## src/rtl/fetch_stage_ctrl.sv

```systemverilog
// Instruction-fetch front end: owns the PC and the IF/ID register and
// fetches from a variable-latency instruction memory with one request
// outstanding. Stall, flush and PC-freeze come straight from hazard detection.
//
// state   | meaning
// --------+--------------------------------------------------------------
// IDLE    | out of reset, waiting for start_i
// REQ     | request presented at pc_q (or redirect target), waiting ready
// WAIT    | request accepted, waiting for the response
// HOLD    | response captured in the hold buffer while IF/ID is stalled
module fetch_stage_ctrl #(
    parameter int              XLEN      = 32,
    parameter logic [XLEN-1:0] RESET_PC  = '0,
    parameter logic [XLEN-1:0] NOP_INSTR = XLEN'(32'h0000_0013)
) (
    input  logic            clk_i,
    input  logic            rst_i,
    input  logic            start_i,
    input  logic            PCWrite_i,
    input  logic            IFIDStall_i,
    input  logic            IFIDFlush_i,
    input  logic [XLEN-1:0] branch_target_i,
    output logic            imem_req_o,
    output logic [XLEN-1:0] imem_addr_o,
    input  logic            imem_ready_i,
    input  logic            imem_rvalid_i,
    input  logic [XLEN-1:0] imem_rdata_i,
    output logic            ifid_valid_o,
    output logic [XLEN-1:0] ifid_pc_o,
    output logic [XLEN-1:0] ifid_instr_o
);

    typedef enum logic [1:0] {
        ST_IDLE = 2'd0,
        ST_REQ  = 2'd1,
        ST_WAIT = 2'd2,
        ST_HOLD = 2'd3
    } state_t;

    state_t          state;
    logic            squash;
    logic [XLEN-1:0] pc_q;
    logic [XLEN-1:0] hold_pc;
    logic [XLEN-1:0] hold_instr;
    logic [XLEN-1:0] target;

    logic            load_en;
    logic [XLEN-1:0] load_pc;
    logic [XLEN-1:0] load_instr;

    // Redirect targets are forced word aligned.
    assign target = branch_target_i & ~XLEN'(3);

    // The request comes straight off the state register; the address
    // follows a same-cycle redirect so a handshake then fetches the target.
    assign imem_req_o  = (state == ST_REQ);
    assign imem_addr_o = (state == ST_REQ && IFIDFlush_i) ? target : pc_q;

    // Pick the instruction (if any) delivered into IF/ID this cycle.
    always_comb begin
        load_en    = 1'b0;
        load_pc    = pc_q;
        load_instr = imem_rdata_i;
        if (!IFIDFlush_i && !IFIDStall_i) begin
            if (state == ST_WAIT && imem_rvalid_i && !squash) begin
                load_en = 1'b1;
            end else if (state == ST_HOLD) begin
                load_en    = 1'b1;
                load_pc    = hold_pc;
                load_instr = hold_instr;
            end
        end
    end

    // Fetch sequencing FSM with squash flag and hold buffer.
    always_ff @(posedge clk_i or posedge rst_i) begin
        if (rst_i) begin
            state      <= ST_IDLE;
            squash     <= 1'b0;
            hold_pc    <= '0;
            hold_instr <= '0;
        end else begin
            case (state)
                ST_IDLE: begin
                    if (start_i) state <= ST_REQ;
                end
                ST_REQ: begin
                    if (imem_ready_i) state <= ST_WAIT;
                end
                ST_WAIT: begin
                    if (imem_rvalid_i) begin
                        if (squash || IFIDFlush_i) begin
                            squash <= 1'b0;
                            state  <= ST_REQ;
                        end else if (IFIDStall_i) begin
                            hold_pc    <= pc_q;
                            hold_instr <= imem_rdata_i;
                            state      <= ST_HOLD;
                        end else begin
                            state <= ST_REQ;
                        end
                    end else if (IFIDFlush_i) begin
                        squash <= 1'b1;
                    end
                end
                ST_HOLD: begin
                    // A flush simply abandons the buffered instruction.
                    if (IFIDFlush_i || !IFIDStall_i) state <= ST_REQ;
                end
                default: state <= ST_IDLE;
            endcase
        end
    end

    // PC: redirect beats the sequential increment; PCWrite_i gates the +4.
    always_ff @(posedge clk_i or posedge rst_i) begin
        if (rst_i) begin
            pc_q <= RESET_PC;
        end else if (IFIDFlush_i) begin
            pc_q <= target;
        end else if (load_en && PCWrite_i) begin
            pc_q <= pc_q + XLEN'(4);
        end
    end

    // IF/ID register: flush > stall > load > bubble.
    always_ff @(posedge clk_i or posedge rst_i) begin
        if (rst_i) begin
            ifid_valid_o <= 1'b0;
            ifid_pc_o    <= '0;
            ifid_instr_o <= NOP_INSTR;
        end else if (IFIDFlush_i) begin
            ifid_valid_o <= 1'b0;
            ifid_instr_o <= NOP_INSTR;
        end else if (IFIDStall_i) begin
            ifid_valid_o <= ifid_valid_o;
        end else if (load_en) begin
            ifid_valid_o <= 1'b1;
            ifid_pc_o    <= load_pc;
            ifid_instr_o <= load_instr;
        end else begin
            ifid_valid_o <= 1'b0;
            ifid_instr_o <= NOP_INSTR;
        end
    end

endmodule

```

## config.mk

```make
export PLATFORM = sky130hd
export DESIGN_NAME = fetch_stage_ctrl
export DESIGN_NICKNAME = d
export VERILOG_FILES = /design/src/rtl/fetch_stage_ctrl.sv
export SDC_FILE = /design/constraint.sdc
export NUM_CORES = 1
export LEC_CHECK = 0
export ABC_AREA = 1
export CAP_MARGIN = 15
export CELL_PAD_IN_SITES_DETAIL_PLACEMENT = 1
export CELL_PAD_IN_SITES_GLOBAL_PLACEMENT = 2
export CORE_ASPECT_RATIO = 0.6
export CORE_MARGIN = 2
export CORE_UTILIZATION = 33
export CTS_BUF_LIST = sky130_fd_sc_hd__clkbuf_8
export DETAILED_ROUTE_END_ITERATION = 8
export GPL_TIMING_DRIVEN = 0
export PLACE_DENSITY = 0.91
export SETUP_SLACK_MARGIN = 0.2
export SLEW_MARGIN = 15
export SYNTH_ARGS = -nofsm -noshare
export SYNTH_HDL_FRONTEND = slang
export SYNTH_SLANG_ARGS = --single-unit
```

## constraint.sdc

```tcl
create_clock -name clk_i -period 16.8 [get_ports clk_i]
set_clock_uncertainty 0.15 [all_clocks]
set_input_delay 3.36 -clock clk_i [delete_from_list [all_inputs] [get_ports clk_i]]
set_output_delay 3.36 -clock clk_i [all_outputs]
set_load 0.05 [all_outputs]
```

==> out/metrics.yaml <==
yosys:
  netlist_instances: 1019
  syn_avg_cell_area_um2: 7.90
  yosys_warnings: 0
  netlist-cell-type-count: 30
  synthTopCellsByArea: "dfrtp_1 (48%), nand2_1 (14%), o21ai_0 (6.0%)"
  synth_top_area_frac: 0.482
  yosysSeqAreaShare: 0.491
  synth_seq_cells: 158
  netlist_area_um2: 8050
  yosys.area.top_type: "dfrtp_1"
clock_tree:
  clk_latency_ns: 0.48
  htreeDepth: 4
  clk_pin_slew_ns: 0.08
  cts_tree: "built"
  ctsHoldBuffers: 0
  postCtsSetupBuffers: 0
  clock_path_buffers: 2
  clockRootBuffer: "clkbuf_8"
  cts_resized: 0
  cts_made_buffers: 17
  cts_num_sinks: 158
power_and_ir_drop:
  clock_power_share: 0.211
  p_sw_mw: 0.624
  p_sw_frac: 0.422
  powerDensity_nw_per_um2: 140
  power.leakage_nw: 5.05
  power.share.sequential: 0.387
  max-vdd-ir-drop_v: 0.0000785
  p_int_mw: 0.855
  comb_power_share: 0.403
job:
  maxCapViolCount: 0
global_routing:
  grt_max_degree: 83
  grt_pass1_wl_mm: 44.9
  grt.overflow.total: 0
  antenna_found_initial: 0
  grt_pass1_vias: 7782
  grt_use_total: 0.229
die:
  ios: 170
  die_area_um2: 25700
  die_y_um: 125
  core_um2: 24100
  die_x_um: 206
  num_rows: 44
  initial_core_util: 0.335
worst_setup_path:
  worstSetupPathType: "primary input to output pin"
  end_kind: "output pin"
  critical_path.top_delay_family: "buffers and inverters"
  crit_fanout: 10
  critPathBufInv: 3
  cp.arrival_ns: 5.01
  crit_path_start_kind: "primary input"
  crit_chain: "buf_6 > nand2_1 > buf_2 > mux2_2 > clkdlybuf4s50_1"
  crit_slowest_cell: "clkdlybuf4s50_1"
  critPathRequiredTime_ns: 13.29
  cpPeakStageDelay_ns: 0.71
finish:
  n_antenna_cell: 0
  fin_util: 0.438
  drive_above_1_share: 0.0929
  nNetsFinal: 1281
  final_common_cell: "nand2_1"
  area_delta_synth_final_pct: 30.9
  mostFrequentLayoutCells: "nand2_1 (303), clkdlybuf4s50_1 (162), dfrtp_1 (155)"
  fin_area_um2: 10500
  layout.cells.non_filler: 1539
route:
  final_antenna_net_count: 0
  via_per_inst: 4.97
  wirelength_mm: 28.2
  wire_per_inst_um: 18.3
  drt-initial-drc-count: 439
  first_pass_iters: 5
  drc: 0
  vias: 7651
sta:
  final-setup-viol-count: 0
  fmax_ghz: 0.117
  worst_pin_slew_ns: 0.625
  rsz0062_at_grt: "no"
  period_share: 0.507
  hold_slack_ns: 0.335
  min_period_ns: 8.52
  drv_slew: 0
  setup_tns_ns: 0
  hold_viol_final: 0
  max_slew_margin: 0.583
placed_design:
  port_buffers: 162
  dpl_cell_area_um2: 10100
  gp_congestion: 0.836
  dp_cells: 1507
  dp_hpwl_mm: 21.0
outcome:
  outcome: "complete, no violations"
worst_hold_path:
  hp-class: "register to register"
[cells by family (layout without fill, tap and decap cells)]
family          after synthesis  in the layout  share of synthesized area
other cells                   1              4                   0.000466
compound gates              199            199                      0.126
buf+inv                     148            343                     0.0783
simple gates                469            469                      0.243
fa+ha+maj                     5              5                    0.00777
xor+xnor                      2              2                    0.00218
flops                       158            158                      0.491
mux                          37             37                     0.0517
[synthesized netlist by cell type]
| cell | number |
|---|---|
| a21oi_1 | 37 |
| clkinv_1 | 3 |
| dfstp_2 | 3 |
| mux2_1 | 7 |
| buf_4 | 7 |
| nor2_1 | 67 |
| o21ai_1 | 62 |
| nand2_2 | 6 |
| conb_1 | 1 |
| nor2_8 | 2 |
| dfrtp_1 | 155 |
| buf_2 | 15 |
| mux2_2 | 30 |
| a31oi_1 | 1 |
| ha_1 | 5 |
| buf_6 | 4 |
| nor2_2 | 7 |
| o21ai_4 | 1 |
| inv_2 | 3 |
| nand3_1 | 78 |
| nand4_1 | 1 |
| o22ai_1 | 2 |
| or2_2 | 1 |
| and2_1 | 1 |
| nor2_4 | 3 |
| xnor2_1 | 2 |
| inv_1 | 88 |
| clkbuf_1 | 28 |
| nand2_1 | 303 |
| o21ai_0 | 96 |
[layer usage]
metal,vias up,part of all wire,GRT usage
met5,-,0,0
met4,0,0.0067,0.0402
met3,15,0.050,0.0467
met2,171,0.42,0.322
met1,3823,0.52,0.360
li1,3642,-,-
[registers in the layout, summed over array words and instances (netlist names)]
name,cells
pc_q,30
hold_instr,32
hold_pc,30
ifid_valid_o,1
squash,1
ifid_instr_o,32
state,2
ifid_pc_o,30
[tightest hold or removal path, delay by kind of cell (launching register included)]
| kind | cells | cell delay (ns) |
|---|---|---|
| flip-flops | 1 | 0.35 |
| AND/OR/NAND/NOR | 2 | 0.10 |
[area by class of cell]
| class | count | area [um^2] |
|---|---|---|
| plain buffers | 54 | 278 |
| clock buffers | 20 | 275 |
| clock inverters | 12 | 145 |
| fillers | 2930 | 13500 |
| inverters | 94 | 360 |
| multi-input cells | 716 | 3480 |
| flip-flops and latches | 158 | 3960 |
| well taps | 322 | 403 |
| repair buffers | 163 | 1650 |
[path summary, 6_finish.rpt]
check	start	cells after the start	slack, ns	end
setup reg to reg	state[0]	9	14.48	ifid_instr_o[19]
hold / removal	ifid_instr_o[26]	2	0.33	ifid_instr_o[26]
setup / recovery	IFIDFlush_i	5	8.28	imem_addr_o[30]
hold reg to reg	ifid_instr_o[26]	2	0.33	ifid_instr_o[26]
max in group asynchronous	rst_i	3	12.41	ifid_instr_o[4]
min in group asynchronous	rst_i	2	3.22	hold_pc[4]
[stage by stage]
| stage | setup WS, ns | power [mW] |
|---|---|---|
| 2_1_floorplan | 9.03 | 0.955 |
| 5_1_grt | 8.21 | 1.56 |
| 3_3_place_gp | 6.45 | 1.16 |
| 4_1_cts | 8.26 | 1.49 |
| 6_report | 8.28 | 1.48 |
| 3_5_place_dp | 8.27 | 1.18 |
[power groups by stage]
stage | Clock, mW | Combinational (mW) | Sequential, mW
floorplan | 0 | 0.255 | 0.701
finish | 0.312 | 0.596 | 0.572
CTS | 0.318 | 0.602 | 0.571
detailed placement | 0 | 0.600 | 0.577
global route | 0.337 | 0.639 | 0.586
global placement | 0 | 0.588 | 0.573
(Power assumes the default switching activity.)
